[src/rtl/tt_mult_pkg.sv]
// Shared constants and types for the 8x8 shift-add multiplier.
// MULT_SIGNED_EN selects two's-complement operands; the default build is unsigned.
package tt_mult_pkg;

    localparam int OP_W   = 8;
    localparam int PROD_W = 16;
    localparam int N_ITER = 8;
    localparam int CNT_W  = $clog2(N_ITER);

    typedef logic [1:0] state_t;
    localparam state_t ST_IDLE = 2'd0;
    localparam state_t ST_RUN  = 2'd1;
    localparam state_t ST_DONE = 2'd2;

    // uio_in command bits
    localparam int UIO_LOAD_A   = 0;
    localparam int UIO_LOAD_B   = 1;
    localparam int UIO_START    = 2;
    localparam int UIO_BYTE_SEL = 3;

    // uio_out status bits
    localparam int UIO_BUSY = 4;
    localparam int UIO_DONE = 5;
    localparam int UIO_OVF  = 6;

    localparam logic [7:0] UIO_OE = 8'b0111_0000;

endpackage

[src/rtl/mult_core.sv]
// Shift-add datapath: one bit of B per step, LSB first, into a 16-bit accumulator.
// With MULT_SIGNED_EN the magnitudes are multiplied and the result negated on sign mismatch.
module mult_core
    import tt_mult_pkg::*;
(
    input  logic              clk,
    input  logic              rst_n,
    input  logic              load_i,
    input  logic              step_i,
    input  logic [OP_W-1:0]   a_i,
    input  logic [OP_W-1:0]   b_i,
    output logic              last_o,
    output logic [PROD_W-1:0] prod_o,
    output logic              ovf_o
);

    logic [PROD_W-1:0] a_sh_q, a_sh_d;
    logic [OP_W-1:0]   b_sh_q, b_sh_d;
    logic [PROD_W-1:0] acc_q, acc_d;
    logic [PROD_W-1:0] prod_q, prod_d;
    logic [CNT_W-1:0]  cnt_q, cnt_d;
    logic              neg_q, neg_d;
    logic              ovf_q, ovf_d;

    logic [OP_W-1:0]   a_mag, b_mag;
    logic              neg_in;
    logic [PROD_W-1:0] sum, result;
    logic              ovf_calc;

`ifdef MULT_SIGNED_EN
    assign a_mag    = a_i[OP_W-1] ? (~a_i + {{(OP_W-1){1'b0}}, 1'b1}) : a_i;
    assign b_mag    = b_i[OP_W-1] ? (~b_i + {{(OP_W-1){1'b0}}, 1'b1}) : b_i;
    assign neg_in   = a_i[OP_W-1] ^ b_i[OP_W-1];
    assign result   = neg_q ? (~sum + PROD_W'(1)) : sum;
    // Representable as a signed byte only if the top nine bits are a pure sign extension
    assign ovf_calc = !((&result[PROD_W-1:OP_W-1]) || !(|result[PROD_W-1:OP_W-1]));
`else
    assign a_mag    = a_i;
    assign b_mag    = b_i;
    assign neg_in   = 1'b0;
    assign result   = sum;
    assign ovf_calc = |result[PROD_W-1:OP_W];
`endif

    assign sum    = acc_q + (b_sh_q[0] ? a_sh_q : '0);
    assign last_o = (cnt_q == CNT_W'(N_ITER - 1));

    always_comb begin
        a_sh_d = a_sh_q;
        b_sh_d = b_sh_q;
        acc_d  = acc_q;
        cnt_d  = cnt_q;
        neg_d  = neg_q;
        prod_d = prod_q;
        ovf_d  = ovf_q;
        if (load_i) begin
            a_sh_d = {{(PROD_W-OP_W){1'b0}}, a_mag};
            b_sh_d = b_mag;
            acc_d  = '0;
            cnt_d  = '0;
            neg_d  = neg_in;
            ovf_d  = 1'b0;
        end else if (step_i) begin
            acc_d  = sum;
            a_sh_d = a_sh_q << 1;
            b_sh_d = b_sh_q >> 1;
            cnt_d  = cnt_q + CNT_W'(1);
            if (last_o) begin
                prod_d = result;
                ovf_d  = ovf_calc;
            end
        end
    end

    always_ff @(posedge clk or negedge rst_n) begin
        if (!rst_n) begin
            a_sh_q <= '0;
            b_sh_q <= '0;
            acc_q  <= '0;
            cnt_q  <= '0;
            neg_q  <= 1'b0;
            prod_q <= '0;
            ovf_q  <= 1'b0;
        end else begin
            a_sh_q <= a_sh_d;
            b_sh_q <= b_sh_d;
            acc_q  <= acc_d;
            cnt_q  <= cnt_d;
            neg_q  <= neg_d;
            prod_q <= prod_d;
            ovf_q  <= ovf_d;
        end
    end

    assign prod_o = prod_q;
    assign ovf_o  = ovf_q;

endmodule

[src/rtl/tt_um_multiplier.sv]
// Top: pin decode, start edge detection, IDLE/RUN/DONE control and output muxing.
// Build with MULT_SIGNED_EN for two's-complement operands.
module tt_um_multiplier
    import tt_mult_pkg::*;
(
    input  logic [7:0] ui_in,
    output logic [7:0] uo_out,
    input  logic [7:0] uio_in,
    output logic [7:0] uio_out,
    output logic [7:0] uio_oe,
    input  logic       ena,
    input  logic       clk,
    input  logic       rst_n
);

    state_t            state_q, state_d;
    logic [OP_W-1:0]   a_q, a_d, b_q, b_d;
    logic              start_q;

    logic              idle_or_done;
    logic              load_a, load_b, any_load;
    logic              start_acc;
    logic              step;
    logic              core_last;
    logic              core_ovf;
    logic [PROD_W-1:0] prod;
    logic              unused_uio;

    assign unused_uio   = &{1'b0, uio_in[7:4]};

    assign idle_or_done = ena && (state_q != ST_RUN);
    assign load_a       = uio_in[UIO_LOAD_A] && idle_or_done;
    assign load_b       = uio_in[UIO_LOAD_B] && idle_or_done;
    assign any_load     = load_a || load_b;
    assign start_acc    = uio_in[UIO_START] && !start_q && idle_or_done;
    assign step         = ena && (state_q == ST_RUN);

    assign a_d = load_a ? ui_in : a_q;
    assign b_d = load_b ? ui_in : b_q;

    always_comb begin
        state_d = state_q;
        case (state_q)
            ST_IDLE: if (start_acc) state_d = ST_RUN;
            ST_RUN:  if (step && core_last) state_d = ST_DONE;
            ST_DONE: begin
                if (start_acc)     state_d = ST_RUN;
                else if (any_load) state_d = ST_IDLE;
            end
            default: state_d = ST_IDLE;
        endcase
    end

    // start_q tracks the pin every cycle so a held start never looks like a new edge
    always_ff @(posedge clk or negedge rst_n) begin
        if (!rst_n) begin
            state_q <= ST_IDLE;
            a_q     <= '0;
            b_q     <= '0;
            start_q <= 1'b0;
        end else begin
            state_q <= state_d;
            a_q     <= a_d;
            b_q     <= b_d;
            start_q <= uio_in[UIO_START];
        end
    end

    mult_core u_core (
        .clk    (clk),
        .rst_n  (rst_n),
        .load_i (start_acc),
        .step_i (step),
        .a_i    (a_q),
        .b_i    (b_q),
        .last_o (core_last),
        .prod_o (prod),
        .ovf_o  (core_ovf)
    );

    assign uo_out = uio_in[UIO_BYTE_SEL] ? prod[PROD_W-1:OP_W] : prod[OP_W-1:0];

    always_comb begin
        uio_out           = '0;
        uio_out[UIO_BUSY] = (state_q == ST_RUN);
        uio_out[UIO_DONE] = (state_q == ST_DONE);
        uio_out[UIO_OVF]  = core_ovf && (state_q == ST_DONE);
    end

    assign uio_oe = UIO_OE;

endmodule

[config.mk]
export PLATFORM = sky130hd
export DESIGN_NAME = tt_um_multiplier
export DESIGN_NICKNAME = d
export VERILOG_FILES = /design/src/rtl/tt_mult_pkg.sv /design/src/rtl/mult_core.sv /design/src/rtl/tt_um_multiplier.sv
export SDC_FILE = /design/constraint.sdc
export NUM_CORES = 1
export LEC_CHECK = 0
export CAP_MARGIN = 20
export CORE_UTILIZATION = 57
export CTS_CLUSTER_SIZE = 20
export DETAILED_ROUTE_END_ITERATION = 12
export PLACE_DENSITY = 0.86
export SLEW_MARGIN = 20
export SYNTH_ARGS = -nofsm -noshare
export SYNTH_HDL_FRONTEND = slang
export SYNTH_SLANG_ARGS = --single-unit
[constraint.sdc]
create_clock -name clk -period 2.9 [get_ports clk]
set_input_delay 0.435 -clock clk [delete_from_list [all_inputs] [get_ports clk]]
set_output_delay 0.435 -clock clk [all_outputs]
set_load 0.05 [all_outputs]
==> metrics.yaml <==
gp_congestion: 0.898
drc: 0
grt.total_usage_pct: 24.5
cp_slowest_stage_delay_ps: 410
fmax_ghz: 0.359
cts_tree: "done"
rrSetupSlack_ps: 120
drv_slew: 0
vias_per_cell: 5.74
final.min_clock_period_ps: 2780
cts.hold.buffers_added: 0
grt_first_pass_wirelength_um: 14300
power_density_nw_per_um2: 785
synth_edf_count: 0
crit_type: "reg -> reg"
power_mw: 3.74
r2r-start: "u_core.a_sh_q[0]$_DFFE_PN0P_"
synthAdderAreaFrac_pct: 5.52
synth_area_sq_um: 4210
synth_mux_area_share_pct: 7.72
ys_types: 53
setup_viol: 0
fp-row-count: 30
root_buffer: "clkbuf_8"
pin_count: 43
syn_area_per_cell_sq_um: 9.71
r2r_cells: 11
dieArea_sq_um: 7740
diodes: 0
ir_worst_vdd_mv: 0.512
clock_latency_ps: 360
synth-xor-area-share_pct: 2.49
ctsResizeCount: 0
via_count: 3218
cts_made_buffers: 9
yosysWarnings: 0
setup_ws_ps: 117
cap_violations: 0
final_layout_size_suffix_gt1_share_pct: 14.8
cts.path.max_buffers: 2
yosys.area_share.simple_pct: 16.6
synth_flop_cell: "dfrtp_1"
timing.critical_path.buf_inv: 1
fin_nets: 498
status: "complete, no violations"
dp_hpwl_um: 6060
synth_cells: 434
dp.cells: 546
relSlewSlack_pct: 36.0
max_slew.worst_pin.slew_ps: 960
ant_nets: 0
final_cell_mix: "nand2_1 (95), dfrtp_1 (79), o21ai_0 (37), mux2_2 (28), clkdlybuf4s50_1 (24)"
grt_start_max_net_pins: 80
crit_chain: "and2_1 > ha_1 > fa_1 > a211oi_2 > buf_4 > o211ai_1 > a31oi_1 > o21ai_0 > a21boi_1 > xnor2_2 > o31a_1"
cts_sinks: 79
worstPathArrival_ps: 3040
cp_slowest_cell: "fa_1"
port_buffers: 25
critPathMaxFanout: 3
async_flop_share_pct: 100
firstDrtPassIters: 4
drt_iter0_markers: 285
clkSlewWorstSetupHoldPaths_ps: 80
crit_family: "compound AO/OA/AOI/OAI gates"
critPathLaunchType: "register"
core_area_sq_um: 6980
ys_seq_elements: 79
yosysSeqAreaShare_pct: 46.9
final_common_cell: "nand2_1"
instances_no_fill: 561
start_util_pct: 60.3
htreeDepth: 3
post-place-ws_ps: 50.5
grt-ovfl-total: 0
grt_antenna_before_repair: 0
cts_setup_buffers: 0
end_kind: "register"
clock_skew_ps: 7.96
synth_top_family_by_area: "simple AND/OR/NAND/NOR gates"
r2r-end: "u_core.ovf_o$_DFFE_PN0P_"
leakage_nw: 2.18
min_period_over_period_pct: 96.0
crit_required_ps: 3150
die_y_um: 88.0
hp-class: "in -> async"
wire_per_inst_um: 15.8
area_growth_pct: 12.9
synth_compound_area_share_pct: 15.4
hold_viol_final: 0
drt_wl_total_um: 8850
grt_pass1_vias: 3103
die_x_um: 88.0
==> how the worst max path moves through the flow <==
| stage | startpoint | endpoint | slack, ps | depth (start not counted) |
|---|---|---|---|---|
| floorplan | u_core.b_sh_q[0]$_DFFE_PN0P_ | u_core.ovf_o$_DFFE_PN0P_ | 260 | 10 |
| global placement | u_core.a_sh_q[0]$_DFFE_PN0P_ | u_core.ovf_o$_DFFE_PN0P_ | 150 | 11 |
| detailed placement | u_core.a_sh_q[0]$_DFFE_PN0P_ | u_core.ovf_o$_DFFE_PN0P_ | 50 | 11 |
| CTS | u_core.a_sh_q[0]$_DFFE_PN0P_ | u_core.ovf_o$_DFFE_PN0P_ | 20 | 11 |
| global route | u_core.b_sh_q[0]$_DFFE_PN0P_ | u_core.ovf_o$_DFFE_PN0P_ | -3 | 10 |
| finish | u_core.a_sh_q[0]$_DFFE_PN0P_ | u_core.ovf_o$_DFFE_PN0P_ | 120 | 11 |
==> power by group <==
part / total [mW] / switching, mW / internal (mW)
clock network: 0.780 / 0.390 / 0.391
registers: 1.63 / 0.209 / 1.42
logic: 1.32 / 0.790 / 0.533
total: 3.74 / 1.39 / 2.35
==> Yosys cell counts, types with 5 or more instances <==
| master | count | area [sq um] |
|---|---|---|
| nand3_1 | 5 | 25.0 |
| o21ai_0 | 37 | 185 |
| buf_4 | 14 | 105 |
| mux2_2 | 28 | 315 |
| xor2_1 | 6 | 52.6 |
| nor2_1 | 10 | 37.5 |
| xnor2_1 | 6 | 52.6 |
| clkbuf_1 | 16 | 60.1 |
| inv_1 | 6 | 22.5 |
| a21oi_1 | 10 | 50.1 |
| o22ai_1 | 10 | 62.6 |
| dfrtp_1 | 79 | 1980 |
| ha_1 | 17 | 213 |
| nor3_1 | 5 | 25.0 |
| and2_1 | 18 | 113 |
| a22oi_1 | 14 | 105 |
| nand2_1 | 95 | 357 |
==> registers in the layout, summed over array words and instances, names as in the netlist <==
| register | cells |
|---|---|
| u_core.a_sh_q | 16 |
| u_core.acc_q | 16 |
| u_core.b_sh_q | 8 |
| u_core.prod_o | 16 |
| a_q | 8 |
| state_q | 2 |
| u_core.cnt_q | 3 |
| start_q | 1 |
| b_q | 8 |
| u_core.ovf_o | 1 |
==> through the flow <==
step	cell area (sq um)	hold slack [ps]	util, %	setup TNS (ps)
2_1_floorplan	4250	139	-	0
3_3_place_gp	4530	456	64.9	0
3_5_place_dp	4530	465	64.9	0
4_1_cts	4710	260	67.5	0
5_1_grt	4760	298	68.2	-2.93
6_report	4760	201	68.2	0
==> worst register-to-register path, cell delays in order, from the launching register on <==
cell,delay [ps]
dfrtp_1,400
and2_1,170
ha_1,210
fa_1,410
a211oi_2,240
buf_4,150
o211ai_1,120
a31oi_1,200
o21ai_0,130
a21boi_1,230
xnor2_2,120
o31a_1,300
==> kinds of logic after synthesis <==
kind of cell / Yosys count
compound gates: 101
xor+xnor: 12
fa+ha+maj: 18
buf+inv: 40
flops: 79
mux: 29
other cells: 2
simple gates: 153
==> layout make-up <==
cell class                      instances  area, sq um
Clock inverter                          4         47.5
Fill cell                             529         2220
Sequential cell                        79         1980
Multi-Input combinational cell        326         2110
Timing Repair Buffer                   39          353
Inverter                                6         22.5
Tap cell                               96          120
Clock buffer                           11          131
==> routing by layer <==
metal | GRT usage, % | routed length [um] | vias up
met5 | 0 | 0 | -
met4 | 10.1 | 259 | 0
met3 | 4.71 | 529 | 28
met2 | 40.7 | 4400 | 96
met1 | 31.6 | 3660 | 1550
li1 | - | - | 1544
Power figures use the tool's default switching activity.
